`src/rtl/jump_ctrl_pkg.sv`:
```
// Shared decode constants, instruction class enum and predictor constants
// for the branch/jump control unit.
package jump_ctrl_pkg;

    localparam logic [5:0] OP_SPECIAL = 6'b000000;
    localparam logic [5:0] OP_J       = 6'b000010;
    localparam logic [5:0] OP_JAL     = 6'b000011;
    localparam logic [5:0] OP_BEQ     = 6'b000100;
    localparam logic [5:0] OP_BNE     = 6'b000101;
    localparam logic [5:0] FN_JR      = 6'b001000;
    localparam logic [5:0] FN_JALR    = 6'b001001;

    // Weakly not-taken: a branch must be seen taken once before it is predicted taken.
    localparam logic [1:0] PHT_RESET = 2'b01;

    typedef enum logic [2:0] {
        CLS_NONE = 3'd0,
        CLS_BEQ  = 3'd1,
        CLS_BNE  = 3'd2,
        CLS_JREG = 3'd3,
        CLS_JIMM = 3'd4
    } br_class_e;

    // Classify an instruction from its opcode/funct fields.
    function automatic br_class_e decode_class(input logic [5:0] opcode,
                                               input logic [5:0] funct);
        br_class_e cls;
        cls = CLS_NONE;
        case (opcode)
            OP_BEQ:       cls = CLS_BEQ;
            OP_BNE:       cls = CLS_BNE;
            OP_J, OP_JAL: cls = CLS_JIMM;
            OP_SPECIAL: begin
                if (funct == FN_JR || funct == FN_JALR) begin
                    cls = CLS_JREG;
                end
            end
            default:      cls = CLS_NONE;
        endcase
        return cls;
    endfunction

endpackage

```
`src/rtl/jump_ctrl_pipe_pht.sv`:
```
// Pattern history table: DEPTH two-bit saturating counters, one combinational
// read port returning the prediction bit, one clocked update port.
module pht_2bit
    import jump_ctrl_pkg::*;
#(
    parameter int DEPTH = 16,
    parameter int IDX_W = $clog2(DEPTH)
) (
    input  logic             clk,
    input  logic             rst_n,
    input  logic [IDX_W-1:0] rd_idx,
    output logic             rd_taken,
    input  logic             upd_en,
    input  logic [IDX_W-1:0] upd_idx,
    input  logic             upd_taken
);

    logic [DEPTH-1:0][1:0] ctr_q;
    logic [DEPTH-1:0][1:0] ctr_d;

    // Read returns the current (pre-update) counter, so a same-cycle
    // update is not visible to the reader.
    assign rd_taken = ctr_q[rd_idx][1];

    // Saturating update of the addressed counter, all others hold.
    always_comb begin
        ctr_d = ctr_q;
        if (upd_en) begin
            if (upd_taken) begin
                if (ctr_q[upd_idx] != 2'b11) begin
                    ctr_d[upd_idx] = ctr_q[upd_idx] + 2'b01;
                end
            end else begin
                if (ctr_q[upd_idx] != 2'b00) begin
                    ctr_d[upd_idx] = ctr_q[upd_idx] - 2'b01;
                end
            end
        end
    end

    // Counter storage with asynchronous return to weakly not-taken.
    always_ff @(posedge clk or negedge rst_n) begin
        if (!rst_n) begin
            for (int i = 0; i < DEPTH; i++) begin
                ctr_q[i] <= PHT_RESET;
            end
        end else begin
            ctr_q <= ctr_d;
        end
    end

endmodule

```
`src/rtl/jump_ctrl_pipe.sv`:
```
// Branch/jump control for the 5-stage pipeline: jumps and predicted-taken
// branches redirect at ID, conditional branches resolve at EX, mispredicts
// redirect and flush IF/ID and ID/EX. Keeps saturating branch statistics.
module jump_ctrl_pipe
    import jump_ctrl_pkg::*;
#(
    parameter int ADDR_W    = 32,
    parameter int PHT_DEPTH = 16,
    parameter int CNT_W     = 16,
    parameter int PREDICT   = 1
) (
    input  logic              clk,
    input  logic              rst,
    input  logic              id_valid,
    input  logic [5:0]        id_opcode,
    input  logic [5:0]        id_funct,
    input  logic [ADDR_W-1:0] id_pc,
    input  logic [15:0]       id_imm,
    input  logic [25:0]       id_jaddr,
    input  logic [ADDR_W-1:0] id_rs_data,
    input  logic              stall,
    input  logic              ex_zero,
    output logic              redirect,
    output logic [ADDR_W-1:0] redirect_pc,
    output logic              flush_if,
    output logic              flush_id,
    output logic [CNT_W-1:0]  branch_cnt,
    output logic [CNT_W-1:0]  mispred_cnt
);

    localparam int IDX_W = $clog2(PHT_DEPTH);

    typedef struct packed {
        logic              valid;
        br_class_e         cls;
        logic              pred;
        logic [ADDR_W-1:0] br_tgt;
        logic [ADDR_W-1:0] seq;
        logic [IDX_W-1:0]  idx;
    } ex_reg_t;

    br_class_e         id_cls;
    logic [ADDR_W-1:0] seq;
    logic [ADDR_W-1:0] imm_off;
    logic [ADDR_W-1:0] br_tgt;
    logic [ADDR_W-1:0] j_tgt;
    logic [IDX_W-1:0]  pht_idx;
    logic              pht_taken;
    logic              id_is_br;
    logic              id_pred;

    ex_reg_t           ex_q;
    ex_reg_t           ex_d;
    logic              ex_resolve;
    logic              ex_taken;
    logic              ex_mispred;

    logic [CNT_W-1:0]  branch_cnt_q;
    logic [CNT_W-1:0]  branch_cnt_d;
    logic [CNT_W-1:0]  mispred_cnt_q;
    logic [CNT_W-1:0]  mispred_cnt_d;

    assign id_cls  = id_valid ? decode_class(id_opcode, id_funct) : CLS_NONE;
    assign seq     = id_pc + ADDR_W'(4);
    assign imm_off = {{(ADDR_W-18){id_imm[15]}}, id_imm, 2'b00};
    assign br_tgt  = seq + imm_off;
    assign pht_idx = id_pc[IDX_W+1:2];

    // Jump target keeps the PC region bits above the 28-bit jump window.
    generate
        if (ADDR_W > 28) begin : g_jtgt_region
            assign j_tgt = {seq[ADDR_W-1:28], id_jaddr, 2'b00};
        end else begin : g_jtgt_flat
            assign j_tgt = {id_jaddr, 2'b00};
        end
    endgenerate

    assign id_is_br = (id_cls == CLS_BEQ) || (id_cls == CLS_BNE);
    assign id_pred  = (PREDICT != 0) && id_is_br && pht_taken;

    assign ex_resolve = ex_q.valid && ((ex_q.cls == CLS_BEQ) || (ex_q.cls == CLS_BNE));
    assign ex_taken   = (ex_q.cls == CLS_BEQ) ? ex_zero : ~ex_zero;
    assign ex_mispred = ex_resolve && (ex_taken != ex_q.pred);

    pht_2bit #(
        .DEPTH (PHT_DEPTH),
        .IDX_W (IDX_W)
    ) u_pht (
        .clk       (clk),
        .rst_n     (rst),
        .rd_idx    (pht_idx),
        .rd_taken  (pht_taken),
        .upd_en    ((PREDICT != 0) && ex_resolve),
        .upd_idx   (ex_q.idx),
        .upd_taken (ex_taken)
    );

    // Redirect/flush selection: EX mispredict wins over any ID redirect;
    // everything is held low while reset is asserted.
    always_comb begin
        redirect    = 1'b0;
        redirect_pc = '0;
        flush_if    = 1'b0;
        flush_id    = 1'b0;
        if (rst) begin
            if (ex_mispred) begin
                redirect    = 1'b1;
                redirect_pc = ex_taken ? ex_q.br_tgt : ex_q.seq;
                flush_if    = 1'b1;
                flush_id    = 1'b1;
            end else if (!stall) begin
                if (id_cls == CLS_JIMM) begin
                    redirect    = 1'b1;
                    redirect_pc = j_tgt;
                    flush_if    = 1'b1;
                end else if (id_cls == CLS_JREG) begin
                    redirect    = 1'b1;
                    redirect_pc = id_rs_data;
                    flush_if    = 1'b1;
                end else if (id_pred) begin
                    redirect    = 1'b1;
                    redirect_pc = br_tgt;
                    flush_if    = 1'b1;
                end
            end
        end
    end

    // Next EX contents: a bubble on stall or when the ID instruction is squashed.
    always_comb begin
        ex_d        = '0;
        ex_d.cls    = CLS_NONE;
        if (!stall && !ex_mispred) begin
            ex_d.valid  = id_valid;
            ex_d.cls    = id_cls;
            ex_d.pred   = id_pred;
            ex_d.br_tgt = br_tgt;
            ex_d.seq    = seq;
            ex_d.idx    = pht_idx;
        end
    end

    // Saturating statistics.
    always_comb begin
        branch_cnt_d  = branch_cnt_q;
        mispred_cnt_d = mispred_cnt_q;
        if (ex_resolve && !(&branch_cnt_q)) begin
            branch_cnt_d = branch_cnt_q + 1'b1;
        end
        if (ex_mispred && !(&mispred_cnt_q)) begin
            mispred_cnt_d = mispred_cnt_q + 1'b1;
        end
    end

    // Pipeline register and statistics, cleared asynchronously.
    always_ff @(posedge clk or negedge rst) begin
        if (!rst) begin
            ex_q          <= '0;
            branch_cnt_q  <= '0;
            mispred_cnt_q <= '0;
        end else begin
            ex_q          <= ex_d;
            branch_cnt_q  <= branch_cnt_d;
            mispred_cnt_q <= mispred_cnt_d;
        end
    end

    assign branch_cnt  = branch_cnt_q;
    assign mispred_cnt = mispred_cnt_q;

endmodule
```
`config.mk`:
```
export PLATFORM = sky130hd
export DESIGN_NAME = jump_ctrl_pipe
export DESIGN_NICKNAME = d
export VERILOG_FILES = /design/src/rtl/jump_ctrl_pkg.sv /design/src/rtl/jump_ctrl_pipe_pht.sv /design/src/rtl/jump_ctrl_pipe.sv
export SDC_FILE = /design/constraint.sdc
export NUM_CORES = 1
export LEC_CHECK = 0
export BUFFER_PORTS_ARGS = -buffer_cell sky130_fd_sc_hd__buf_2
export CORE_MARGIN = 10
export CORE_UTILIZATION = 50
export CTS_CLUSTER_DIAMETER = 100
export CTS_CLUSTER_SIZE = 12
export DETAILED_ROUTE_END_ITERATION = 7
export HOLD_SLACK_MARGIN = 0.15
export PLACE_DENSITY = 0.79
export SYNTH_ARGS = -nofsm -noshare
export SYNTH_HDL_FRONTEND = slang
export SYNTH_SLANG_ARGS = --single-unit
export TNS_END_PERCENT = 50
```
`constraint.sdc`:
```
create_clock -name clk -period 3.17 [get_ports clk]
set_input_delay 0 -clock clk [delete_from_list [all_inputs] [get_ports clk]]
set_output_delay 0 -clock clk [all_outputs]
set_load 0.02 [all_outputs]
```
# ---- After elaboration in Yosys (flattened, before gate mapping)
# Index checks and enable logic that the tools add are counted.
# W data, S select, Z words.
dict set report word_totals {
  register_bits 137
  in_bits 123
  output_inout_bits 67
  wordCells 101
}
dict set report op_classes {
  addsub 6
  n_lt_le_gt_ge 3
  eq_ne 15
  mux 31
  bitwise 1
  reduce_logical 21
}
# cell count
set op_table {}
lappend op_table {{$mux W32} 10}
lappend op_table {{$mux W73} 1}
lappend op_table {{$bwmux W32} 2}
lappend op_table {{$add A16 B1 Y16 const B} 2}
lappend op_table {{$add A32 B3 Y32 const B} 1}
lappend op_table {{$add A32 B32 Y32} 1}
lappend op_table {{$reduce_and A16 Y1} 2}
lappend op_table {{$bmux W2 S4} 2}
lappend op_table {{$eq A6 B2 Y1 const B} 2}
lappend op_table {{$eq A6 B3 Y1 const B} 2}
lappend op_table {{$eq A6 B4 Y1 const B} 2}
lappend op_table {{$pmux W3 S4} 1}
lappend op_table {{$lt A4 B5 Y1 const B} 2}
lappend op_table {{$eq A3 B2 Y1 const B} 3}
lappend op_table {{$mux W1} 9}
lappend op_table {{$demux W2 S4} 1}
lappend op_table {{$mux W2} 4}
lappend op_table {{$logic_and A1 B1 Y1} 7}
lappend op_table {{$eq A3 B1 Y1 const B} 2}
lappend op_table {{$logic_not A6 Y1} 1}
lappend op_table {{$ge A4 B1 Y1 const B} 1}
lappend op_table {{$logic_not A1 Y1} 4}
lappend op_table {{$reduce_bool A2 Y1} 2}
lappend op_table {{$eq A3 B3 Y1 const B} 1}
lappend op_table {{10 further kinds} 12}

# ---- Longest topological paths before layout
dict set report logic_depth {
  word_depth 14
  ltp_mapped 17
  mapped_depth_nobuf 16
}

# ---- Cells and area by module
# A second synthesis with hierarchy kept.
dict set report hier_totals {
  cells_unflattened 912
  hier_area_um2 9028.7
}
# module instances cells_per_inst area_per_inst_um2
set modules_own_cells {}
lappend modules_own_cells {jump_ctrl_pipe 1 770 6993.0}
lappend modules_own_cells {pht_2bit 1 142 2035.7}

# ---- Least setup slack after synthesis
# Ideal clock, no wire load.
dict set report synth_timing {
  kind {flip-flop to flip-flop}
  startpoint {register ex_q[0] in the netlist's numbering}
  endpoint {register u_pht.ctr_q[1] in the netlist's numbering}
  setup_ns 0.127
  arrival_time_ns 3.045
  required_time_ns 3.043
  path_slack_ns -0.003
  path_stages_with_launch 13
  path_buffers 1
  synth_period_minus_slack_ns 3.173
  path_cell_list {dfrtp_1 > buf_2 > mux4_2 > mux2i_1 > nand2_1 > o21ai_0 > inv_1 > ha_1 > mux2i_1 > nand2_1 > or3_1 > or3_1 > mux2_1}
}
dict set report synth_between {
  elab_chain_cells 7
}
# element line_no
set synth_rtl {}
lappend synth_rtl {{start, declared} jump_ctrl_pipe.sv:52} ;# ex_reg_t ex_q;
lappend synth_rtl {{start signal, assigned} jump_ctrl_pipe.sv:158} ;# ex_q <= '0;
lappend synth_rtl {{start signal, assigned} jump_ctrl_pipe.sv:162} ;# ex_q <= ex_d;
lappend synth_rtl {{$lt A4 B5 Y1 (not written as such) or $ge A4 B1 Y1 (tied branches)} {jump_ctrl_pipe_pht.sv:31, jump_ctrl_pipe_pht.sv:35}}
lappend synth_rtl {{$logic_and A1 B1 Y1 (not written as such)} {jump_ctrl_pipe_pht.sv:31, jump_ctrl_pipe_pht.sv:35}}
lappend synth_rtl {{$mux W2 (not written as such)} {jump_ctrl_pipe_pht.sv:31, jump_ctrl_pipe_pht.sv:35}}
lappend synth_rtl {{$demux W2 S4} --}
lappend synth_rtl {{$bwmux W32, on equally long branches} {jump_ctrl_pipe_pht.sv:35, jump_ctrl_pipe_pht.sv:31}}
lappend synth_rtl {{$mux W32, on equally long branches} {jump_ctrl_pipe_pht.sv:34, jump_ctrl_pipe_pht.sv:30}}
lappend synth_rtl {{$mux W32} jump_ctrl_pipe_pht.sv:29} ;# if (upd_taken) begin
lappend synth_rtl {{end signal, assigned} jump_ctrl_pipe_pht.sv:48} ;# ctr_q <= ctr_d;
lappend synth_rtl {{end, declared} jump_ctrl_pipe_pht.sv:18} ;# logic [DEPTH-1:0][1:0] ctr_q;
# Parallel ways exist; a longest one is shown, timed or not. The select of a mux whose other input is x is not followed.
# A chain may end at the register's enable or synchronous reset.

# ---- Worst setup path after layout
dict set report layout_timing {
  startpoint {input port id_pc[4]}
  endpoint {output port redirect_pc[29]}
}
dict set report layout_between {
  elab_chain_cells 9
}
# element line_no
set layout_rtl {}
lappend layout_rtl {{start, declared} jump_ctrl_pipe.sv:17} ;# input logic [ADDR_W-1:0] id_pc,
lappend layout_rtl {{parallel branches: the longest is 5 deep, another holds $add A32 B3 Y32} --}
lappend layout_rtl {{$mux W32 (*)} jump_ctrl_pipe.sv:112} ;# if (id_cls == CLS_JIMM) begin
lappend layout_rtl {{$mux W32 (*)} jump_ctrl_pipe.sv:111} ;# end else if (!stall) begin
lappend layout_rtl {{$mux W32 (*)} jump_ctrl_pipe.sv:106} ;# if (ex_mispred) begin
lappend layout_rtl {{$mux W32 (*)} jump_ctrl_pipe.sv:105} ;# if (rst) begin
lappend layout_rtl {{end, declared} jump_ctrl_pipe.sv:24} ;# output logic [ADDR_W-1:0] redirect_pc,
# Mark *: on every way between the ends. The select of a mux whose other input is x is not followed.

==> reports/results.ini <==
[timing]
finalMaxSlewViolations = 0
tightest_slew_ns = 1.05
setup_ws_ns = -0.188
timing.hold.ws_ns = 0.156
finalSetupViolations = 1
rsz0062_at_grt = yes
finalCritPeriodShare = 1.06
period_needed_ns = 3.36
hold_violations = 0
slew_headroom = 0.299
fmaxAchievable_mhz = 298
skew_ns = 0.0117

[drt]
wl_per_cell_um = 20.5
wl_um = 29800
drt_first_pass_iters = 7
drc = 0
viasPerCell = 5.97
num_vias = 8681
drtAntennaViolNets = 0
drtIter0Drc = 871

[logic_synthesis]
syn_inst = 895
synth_top_family_by_area = simple AND/OR/NAND/NOR gates
yosys.area_share.simple = 0.180
yosys-top-cells-area = dfrtp_1 34%, ha_1 6.0%, dfstp_2 4.8%, xnor2_1 4.8%, mux2_2 4.4%
ys_ff_latch = 135
async_flop_share = 1.00
synthTopCellsByCount = 119 x dfrtp_1, 70 x nor2_1, 67 x nand2_1
synth_area_um2 = 8750
synth_top_area_cell = dfrtp_1
synth_edf_count = 0
ys.flop_type = dfrtp_1
synth_top_area_frac = 0.340
synth_warnings = 0
avgSynthCellArea_um2 = 9.78
synthAdderAreaFrac = 0.0623
yosysSeqAreaShare = 0.388
syn-num-nets = 1061
muxShareOfSynthArea = 0.115
synth.distinct_cells = 65
synth_xor_area_frac = 0.0850
synth-compound-area-share = 0.138
yosysMostFrequentCell = dfrtp_1

[clock_tree]
clockBufferDepth = 2
htree_levels = 4
cts_tree = done
root_buffer = clkbuf_16
cts_buffers = 17
clock_latency_ns = 0.43
cts.clk_slew.worst_paths_ns = 0.06
clock-sinks = 135

[critical_path]
cp-end-kind = primary output
reg2reg_to = u_pht.ctr_q[1]$_DFFE_PN0P_
reg2reg_slack_ns = 0
crit_required_ns = 3.17
critPathMaxFanout = 4
cp-start-kind = input pin
r2r-start = ex_q[0]$_DFF_PN0_
crit_type = input pin to primary output
cp.arrival_ns = 3.36
r2r_cells = 9

[finish]
syn_to_final_growth_pct = 40.9
final_layout_size_suffix_gt1_frac = 0.393
antenna_cells = 0
nets = 1383
fin_cells = 1455

[placed_design]
dpl.hpwl_um = 19600
place.gp.congestion = 0.910
dp.cells = 1360
place.port_buffers = 188

[min_path]
min_to = ex_q[46]$_DFF_PN0_
hold_class = input pin to flip-flop
hold_depth = 4
min-delay-start = id_imm[8]

[floorplan]
rows = 48
die_area_um2 = 23200
die_x_um = 152
start_util = 0.508
coreArea_um2 = 17200
num_io_pins = 190
die_height_um = 152

[power_and_ir_drop]
finalPower_mw = 4.84
p_int_mw = 3.43
p_clk_frac = 0.397
p_seq_frac = 0.380
combPwrFrac = 0.223
pwr_density_cell_nw_per_um2 = 393
switching_power_mw = 1.42
switching_share = 0.292
leakage_nw = 5.81
peakVddDrop_uv = 380

[global_route]
grt_pass1_wl_um = 44200
grt_usage = 0.230
grt_max_degree = 82
grt.overflow.total = 0
grt_pass1_vias = 8805
antenna_found_initial = 0

[run_status]
violations = setup timing
status = finished with violations

[run]
drv_cap = 0

worst max-delay path: stages:
cell and delay, ns:
buf_2 0.15, and3_1 0.20, nand3_2 0.12, nor2_2 0.15, and3_4 0.24, xor2_4 0.10
ha_1 0.32, buf_4 0.12, nor3_1 0.05, nor2_1 0.21, o41ai_2 0.13, buf_4 0.17
or3_1 0.34, o41a_1 0.45, xor2_2 0.23, o21ai_1 0.20, buf_4 0.18
layer usage:
layer / global-route usage / vias up / routed length, µm
met2: 0.397 / 462 / 15100
met1: 0.278 / 4249 / 11700
met5: 0 / - / 0
met4: 0.0757 / 0 / 771
li1: - / 3891 / -
met3: 0.0474 / 79 / 2210
power groups by stage:
stage / Combinational [mW] / Sequential (mW) / Clock [mW]
final: 1.08 / 1.84 / 1.92
after global placement: 0.847 / 1.87 / 0
after CTS: 0.935 / 1.84 / 1.94
after detailed placement: 0.860 / 1.87 / 0
after floorplan: 0.484 / 1.86 / 0
after global routing: 1.16 / 1.85 / 2.02
how the worst max path moves through the flow:
stage	startpoint	cells past startpoint	slack (ns)	endpoint
2_1_floorplan	id_pc[2]	14	0.02	redirect_pc[30]
3_3_place_gp	id_pc[2]	16	-0.13	redirect_pc[30]
3_5_place_dp	id_pc[2]	16	-0.22	redirect_pc[30]
4_1_cts	ex_q[0]$_DFF_PN0_	9	-0.01	u_pht.ctr_q[1]$_DFFE_PN0P_
5_1_grt	id_pc[3]	18	-0.34	redirect_pc[29]
6_report	id_pc[4]	17	-0.19	redirect_pc[29]
per-stage QoR:
stage	instance area (µm²)	setup TNS [ns]	util	setup WS (ns)
2_1_floorplan	8760	0	-	0.0246
3_3_place_gp	10500	-0.993	0.612	-0.126
3_5_place_dp	10500	-2.21	0.612	-0.225
4_1_cts	11700	-0.0166	0.681	-0.0139
5_1_grt	12300	-1.47	0.716	-0.341
6_report	12300	-0.188	0.716	-0.188
cells by family (layout without fill, tap and decap cells):
family / count (synthesis) / in the layout
and+or+nand+nor: 306 / 306
AOI/OAI and AO/OA: 181 / 181
DFF: 135 / 135
xor gates and xnor gates: 85 / 85
muxes: 81 / 81
buffers and inverters: 64 / 399
adders and majority gates: 43 / 43
layout by cell type, fill, tap and decap left out, types with 19 or more instances in the layout:
master / netlist / routed
inv_1: 21 / 21
ha_1: 42 / 31
mux2i_1: 34 / 34
a21oi_1: 47 / 36
buf_2: 6 / 180
nand4_1: 24 / 24
and2_1: 48 / 48
xnor2_1: 48 / 33
nand3_1: 23 / 19
mux2_2: 34 / 33
o21ai_0: 31 / 24
dfrtp_1: 119 / 118
nor2_1: 70 / 62
xor2_1: 37 / 31
dlygate4sd3_1: 0 / 51
buf_4: 5 / 104
nand2_1: 67 / 65
final cells by class:
cell class / instances / area [µm²]
tap: 225 / 282
inverter: 21 / 78.8
sequential: 135 / 3400
multi-input combinational: 696 / 5670
clock inverter: 13 / 121
fill: 1115 / 4900
clock buffer: 19 / 453
timing repair buffer: 346 / 2330
what timing repair did:
| item | in CTS | in global routing |
|---|---|---|
| resized for setup | 18 | 106 |
| hold buffers | 53 | 0 |
| endpoints found under the hold margin | 167 | 0 |
| buffers inserted | 0 | 10 |
| setup endpoints to repair | 23 | 38 |
| pin swaps | 0 | 44 |
Power figures use the tool's default switching activity.
